===== config.mk =====
export PLATFORM = sky130hd
export DESIGN_NAME = stopwatch_ctrl
export DESIGN_NICKNAME = d
export VERILOG_FILES = /design/src/rtl/stopwatch_ctrl.sv
export SDC_FILE = /design/constraint.sdc
export NUM_CORES = 1
export LEC_CHECK = 0
export BUFFER_PORTS_ARGS = -buffer_cell sky130_fd_sc_hd__buf_4
export CAP_MARGIN = 20
export CORE_MARGIN = 2
export CORE_UTILIZATION = 55
export DETAILED_ROUTE_END_ITERATION = 10
export PLACE_DENSITY_LB_ADDON = 0.05
export SKIP_LAST_GASP = 1
export SYNTH_ARGS = -nofsm -noshare
export SYNTH_HDL_FRONTEND = slang
export SYNTH_SLANG_ARGS = --single-unit
export TNS_END_PERCENT = 20

===== constraint.sdc =====
create_clock -name clk -period 2.3 [get_ports clk]
set_input_delay 0.345 -clock clk [delete_from_list [all_inputs] [get_ports clk]]
set_output_delay 0.345 -clock clk [all_outputs]
set_load 0.01 [all_outputs]

===== src/rtl/stopwatch_ctrl.sv =====
// Two-digit BCD stopwatch: button edge detect, run/pause/lap/clear FSM,
// tick prescaler, 00-99 counter with lap capture, and a two-slot digit scanner.
module stopwatch_ctrl #(
    parameter logic [23:0] TICK_COUNT = 24'd10_000_000,
    parameter logic [15:0] SCAN_COUNT = 16'd10_000
) (
    input  logic       clk,
    input  logic       reset,
    input  logic       i_btn_start_stop,
    input  logic       i_btn_lap,
    input  logic       i_btn_clear,
    output logic [3:0] o_digit_out,
    output logic [1:0] o_digit_sel,
    output logic [7:0] o_count_bcd,
    output logic       o_running,
    output logic       o_lap_active,
    output logic       o_tick_out
);

    // state    | meaning
    // S_IDLE   | cleared, waiting for start
    // S_RUN    | counting, live count displayed
    // S_PAUSED | counting frozen, partial tick period retained
    // S_LAP    | counting, captured lap value displayed
    typedef enum logic [1:0] {
        S_IDLE   = 2'd0,
        S_RUN    = 2'd1,
        S_PAUSED = 2'd2,
        S_LAP    = 2'd3
    } state_t;

    state_t      r_state;
    state_t      w_state_nxt;

    logic        r_ss_q;
    logic        r_lap_q;
    logic        r_clr_q;
    logic        w_ss_edge;
    logic        w_lap_edge;
    logic        w_clr_edge;

    logic        w_running;
    logic        w_lap_mode;
    logic        w_lap_capture;
    logic        w_clear;

    logic [23:0] r_presc;
    logic        w_tick_term;
    logic [3:0]  r_ones;
    logic [3:0]  r_tens;
    logic [7:0]  r_lap;
    logic        r_tick;

    logic [15:0] r_scan;
    logic [1:0]  r_sel;
    logic [7:0]  w_disp;

    // Previous levels load during reset too, so a held button never edges on release.
    always_ff @(posedge clk) begin
        r_ss_q  <= i_btn_start_stop;
        r_lap_q <= i_btn_lap;
        r_clr_q <= i_btn_clear;
    end

    assign w_ss_edge  = i_btn_start_stop & ~r_ss_q;
    assign w_lap_edge = i_btn_lap & ~r_lap_q;
    assign w_clr_edge = i_btn_clear & ~r_clr_q;

    always_ff @(posedge clk) begin
        if (reset) begin
            r_state <= S_IDLE;
        end else begin
            r_state <= w_state_nxt;
        end
    end

    always_comb begin
        w_state_nxt   = r_state;
        w_running     = 1'b0;
        w_lap_mode    = 1'b0;
        w_lap_capture = 1'b0;
        w_clear       = 1'b0;
        case (r_state)
            S_IDLE: begin
                if (w_ss_edge) begin
                    w_state_nxt = S_RUN;
                end
            end
            S_RUN: begin
                w_running = 1'b1;
                if (w_ss_edge) begin
                    w_state_nxt = S_PAUSED;
                end else if (w_lap_edge) begin
                    w_state_nxt   = S_LAP;
                    w_lap_capture = 1'b1;
                end
            end
            S_LAP: begin
                w_running  = 1'b1;
                w_lap_mode = 1'b1;
                if (w_ss_edge) begin
                    w_state_nxt = S_PAUSED;
                end else if (w_lap_edge) begin
                    w_state_nxt = S_RUN;
                end
            end
            S_PAUSED: begin
                if (w_clr_edge) begin
                    w_state_nxt = S_IDLE;
                    w_clear     = 1'b1;
                end else if (w_ss_edge) begin
                    w_state_nxt = S_RUN;
                end
            end
            default: begin
                w_state_nxt = S_IDLE;
            end
        endcase
    end

    // Counting follows the current state, so a pause edge on the terminal cycle still takes the tick.
    assign w_tick_term = w_running && (r_presc == (TICK_COUNT - 24'd1));

    always_ff @(posedge clk) begin
        if (reset || w_clear) begin
            r_presc <= 24'd0;
        end else if (w_running) begin
            if (w_tick_term) begin
                r_presc <= 24'd0;
            end else begin
                r_presc <= r_presc + 24'd1;
            end
        end
    end

    always_ff @(posedge clk) begin
        if (reset || w_clear) begin
            r_ones <= 4'd0;
            r_tens <= 4'd0;
        end else if (w_tick_term) begin
            if (r_ones == 4'd9) begin
                r_ones <= 4'd0;
                r_tens <= (r_tens == 4'd9) ? 4'd0 : r_tens + 4'd1;
            end else begin
                r_ones <= r_ones + 4'd1;
            end
        end
    end

    always_ff @(posedge clk) begin
        if (reset) begin
            r_tick <= 1'b0;
        end else begin
            r_tick <= w_tick_term;
        end
    end

    // Captures the registered count, i.e. the value before a coincident tick.
    always_ff @(posedge clk) begin
        if (reset || w_clear) begin
            r_lap <= 8'h00;
        end else if (w_lap_capture) begin
            r_lap <= {r_tens, r_ones};
        end
    end

    always_ff @(posedge clk) begin
        if (reset) begin
            r_scan <= 16'd0;
            r_sel  <= 2'b01;
        end else if (r_scan == (SCAN_COUNT - 16'd1)) begin
            r_scan <= 16'd0;
            r_sel  <= {r_sel[0], r_sel[1]};
        end else begin
            r_scan <= r_scan + 16'd1;
        end
    end

    assign w_disp = w_lap_mode ? r_lap : {r_tens, r_ones};

    assign o_digit_out  = r_sel[1] ? w_disp[7:4] : w_disp[3:0];
    assign o_digit_sel  = r_sel;
    assign o_count_bcd  = {r_tens, r_ones};
    assign o_running    = w_running;
    assign o_lap_active = w_lap_mode;
    assign o_tick_out   = r_tick;

endmodule


After elaboration in Yosys (flattened, before gate mapping)
Cells that the tools add are included.
{"block": "totals", "reg_bits": 64, "in_bits": 5, "wordCells": 56, "out_inout_bits": 17}
{"block": "classes", "mux": 19, "n_addsub": 4, "n_reduce_logical": 7, "n_eq_ne": 9, "bitwise_logic": 6}
{"op": "24-bit by 1-bit adder with 24-bit output (second input constant)", "n": 1}
{"op": "24-bit equality test (second input constant)", "n": 1}
{"op": "24-bit 2-to-1 mux", "n": 1}
{"op": "16-bit by 1-bit adder with 16-bit output (second input constant)", "n": 1}
{"op": "16-bit by 14-bit equality test with 1-bit output (second input constant)", "n": 1}
{"op": "2-bit 2-to-1 mux", "n": 6}
{"op": "4-bit 2-to-1 mux", "n": 3}
{"op": "4-bit by 1-bit adder with 4-bit output (second input constant)", "n": 2}
{"op": "4-bit equality test (second input constant)", "n": 2}
{"op": "8-bit 2-to-1 mux", "n": 1}
{"op": "2-bit one-hot mux with 4 select lines", "n": 1}
{"op": "1-bit 2-to-1 mux", "n": 7}
{"op": "3-bit != test (second input constant)", "n": 2}
{"op": "2-bit equality test (second input constant)", "n": 2}
{"op": "2-bit AND reduction", "n": 2}
{"op": "2-bit OR reduction", "n": 2}
{"op": "1-bit AND", "n": 3}
{"op": "1-bit inverter", "n": 3}
{"op": "2-bit by 1-bit equality test with 1-bit output (second input constant)", "n": 1}
{"op": "2-bit logical NOT", "n": 1}
{"op": "1-bit logical AND", "n": 1}
{"op": "1-bit logical OR", "n": 1}

Longest topological paths before layout
{"block": "logic_depth", "ltp_word": 5, "depth_mapped": 7, "mapped_depth_nobuf": 5}

Least setup slack after synthesis
No wires, ideal clock.
{"block": "synth_timing", "kind": "reg2reg", "from": "reg r_presc[0]", "to": "reg r_presc[4]", "slack_ns": 0.512, "stages_incl_launch_ff": 8, "t_required_ns": 2.185, "arrival_time_ns": 1.674, "path_buffers": 2, "period_less_slack_ns": 1.788, "setup_ns": 0.115, "cell_sequence": "dfxtp_1 -> ha_1 -> nand4_2 -> or3_1 -> buf_2 -> o21ai_4 -> buf_4 -> nor2_1"}
{"block": "synth_between", "elab_chain_len": 3, "word_cells_on_any_way": 4, "cone_classes": "1 x add/sub; 1 x eq/ne; 1 x mux; 1 x reduce/logical"}
{"element": "start, declared", "line": "47", "source": "logic [23:0] r_presc;"}
{"element": "start signal, assigned", "line": "131", "source": "r_presc <= r_presc + 24'd1;"}
{"element": "parallel branches: the longest is 2 deep, another holds 24-bit by 1-bit adder with 24-bit output"}
{"element": "24-bit 2-to-1 mux (*)", "line": "128", "source": "if (w_tick_term) begin"}
Mark *: on every way between the ends.
A chain may end at the register's enable or synchronous reset.

Worst setup path in the final report
{"block": "layout_timing", "from": "reg r_state[0]", "to": "out o_digit_out[0]"}
{"block": "layout_between", "elab_chain_len": 4}
{"element": "start, declared", "line": "32", "source": "state_t r_state;"}
{"element": "start signal, assigned", "line": "73", "source": "r_state <= w_state_nxt;"}
{"element": "2-bit equality test", "line": "83", "source": "case (r_state)"}
{"element": "1-bit 2-to-1 mux", "line": "83"}
{"element": "8-bit 2-to-1 mux", "line": "179", "source": "assign w_disp = w_lap_mode ? r_lap : {r_tens, r_ones};"}
{"element": "4-bit 2-to-1 mux", "line": "181", "source": "assign o_digit_out = r_sel[1] ? w_disp[7:4] : w_disp[3:0];"}
{"element": "end, declared", "line": "12", "source": "output logic [3:0] o_digit_out,"}
Every way passes these cells.

==> qor.txt <==
Run status -> completed
Clk pin slew, worst setup/hold paths -> 70 ps
YS warnings -> 0
EDFF count, synth -> 0
Crit path DAT -> 1810 ps
Leak -> 1.32 nW
Worst setup EP type -> primary output
Syn_nets -> 344
CP startpoint kind -> flop
Residual DRC -> 0
Final nets -> 368
Multi-input gate area -> 1610 um^2
Area contributors post-synth -> dfxtp_1 43%, xor2_1 5.2%, nor2_1 4.6%
WHS -> 115 ps
Iteration-0 DRC Markers -> 120
DP Wirelength -> 4.31 mm
Drt wl/cell -> 14.0 um
Worst Path Required -> 1960 ps
Cell taking the most area after synthesis -> dfxtp_1
Largest net degree at the start of global routing -> 18
Worst clock skew -> 6.90 ps
Peak supply drop -> 0.000424 V
Initial core utilization -> 0.577
Yosys top cell area share -> 0.426
Pwr Total -> 2.05 mW
Top-count cell post-synth -> dfxtp_1
Clock sinks -> 64
DR vias -> 2542
Syn Inst Count -> 337
Grt ovf -> 0
Max Root-Sink Buffers -> 2
Hold_buf cts -> 0
FP Rows -> 26
Filler cells -> 446
Setup Crit Path Kind -> flop to primary output
Num CTS Buffers -> 9
Post-Syn Area per Cell -> 8.91 um^2
Gpl congestion -> 0.845
Unrepaired setup endpoints after global routing -> false
Buffers on Ports -> 21
Max cap viols -> 0
Synth top cells by count -> 64 x dfxtp_1, 37 x nor2_1, 20 x nand4_1
Crit path time final -> 2160 ps
Critical Path Fanout Max -> 9
Async SR Flop Fraction -> 0
Worst-Margin Slew -> 544 ps
Setup Fix Bufs, Post-CTS -> 0
Root buffer cell -> clkbuf_8
Hold Violations, Final -> 0
Die ar. -> 6070 um^2
Antenna Nets Post-Route -> 0
Antenna diodes -> 0
Resized cells post-CTS -> 0
Setup tns final -> 0 ps
Most used DFF post-synth -> dfxtp_1
Slew HR -> 0.634
Area growth syn-to-layout -> 14.0%
DRT Wirelength -> 6.11 mm
Fmax -> 463 MHz
CTS tree -> built
Sequential-to-total area share from yosys stat -> 0.426
Die height -> 77.9 um
H-Tree Depth -> 3
Post-DP Area -> 3250 um^2
GRT Overall Usage -> 0.220
Core box area -> 5200 um^2
FF+latch count, synth -> 64
Clock latency on the worst-skew pair -> 340 ps
Synth cell types -> 48
DR vias/cell -> 5.83
Power Density -> 597 nW/um^2
Hold crit path type -> input port to flop
Period Utilization, post-route -> 0.938
First-pass GRT wire length -> 10.8 mm
Final worst slack -> 142 ps
Mapped Area -> 3000 um^2
Number of global-route vias before repair -> 2327
Design area -> 3420 um^2
Register area -> 1280 um^2
Share of cells above drive strength 1 -> 0.153
Final Max Tran Viols -> 0
Initial antenna violation count -> 0
# IOs -> 22
Setup violators final -> 0
Pre-CTS setup slack -> 234 ps
Drt pass-1 iters -> 4
Die width -> 77.9 um
stage by stage:
stage          utilization  instances
2_1_floorplan            -        337
3_3_place_gp         0.624        420
3_5_place_dp         0.624        420
4_1_cts              0.658        436
5_1_grt              0.658        436
6_report             0.658        436
critical path: stages, from the launching register on:
cell,delay [ps]
dfxtp_1,370
buf_4,190
nand2_1,220
mux4_2,540
buf_4,160
layout by cell type (no fill, tap or decap), types with 2 or more instances in the layout:
master	synthesis	routed
clkinvlp_4	0	3
o2111ai_1	2	2
nand3_1	14	14
nor3_1	8	8
clkbuf_8	0	10
xnor2_1	6	6
inv_1	8	8
nor4_1	5	5
o31ai_1	3	3
mux2i_1	10	10
dfxtp_1	64	64
clkinv_2	0	2
nor2_1	37	37
nand2b_1	2	2
a21oi_1	19	19
and4b_1	2	2
o21ai_0	16	16
and4_1	8	8
or3_1	11	11
nor4b_1	2	2
nor2b_1	3	3
nand2_1	18	18
ha_1	2	2
nand4_1	20	20
and2_1	2	2
and3_1	9	9
nor3b_1	3	3
o311ai_0	2	2
or4_1	3	3
buf_4	1	32
o2bb2ai_1	2	2
mux4_2	4	4
o211ai_1	2	2
xor2_1	18	18
cell families after synthesis:
group | synth area share
and+or+nand+nor | 0.289
xor gates and xnor gates | 0.0700
buffers and inverters | 0.0375
adders and majority gates | 0.00833
DFF | 0.426
muxes | 0.0633
AOI/OAI and AO/OA | 0.105
registers in the layout (all words and copies together), names as in the netlist:
signal and count:
r_clr_q 1, r_lap 8, r_ss_q 1, r_presc 24
r_tens 4, r_scan 16, o_tick_out 1, r_ones 4
r_state 2, r_lap_q 1, o_digit_sel 2
area by class of cell:
class,count,area share
clock buffer,11,0.0413
sequential,64,0.374
clock inverter,5,0.00950
timing repair buffer,32,0.0702
tap,70,0.0256
inverter,8,0.00877
multi-input combinational,246,0.470
layer usage:
layer,global-route usage,routed length [um]
met5,0,0
met3,0.0628,256
met4,0.0649,82
met1,0.289,2900
met2,0.354,2880
worst paths after layout:
kind                            cells past startpoint        endpoint              from  slack (ps)
worst max-delay path                                4  o_digit_out[0]        r_state[0]         140
worst max register to register                      5     r_presc[16]        r_presc[0]         210
worst min-delay path                                1          r_ss_q  i_btn_start_stop         110
worst min register to register                      1       r_scan[0]         r_scan[0]         460
report_power, final:
part / switching, mW / internal (mW) / total [mW] / leakage, nW
Sequential: 0.0104 / 1.12 / 1.13 / 0.517
Clock: 0.426 / 0.416 / 0.842 / 0.0813
Combinational: 0.0417 / 0.0315 / 0.0732 / 0.723
(Power assumes the default switching activity.)
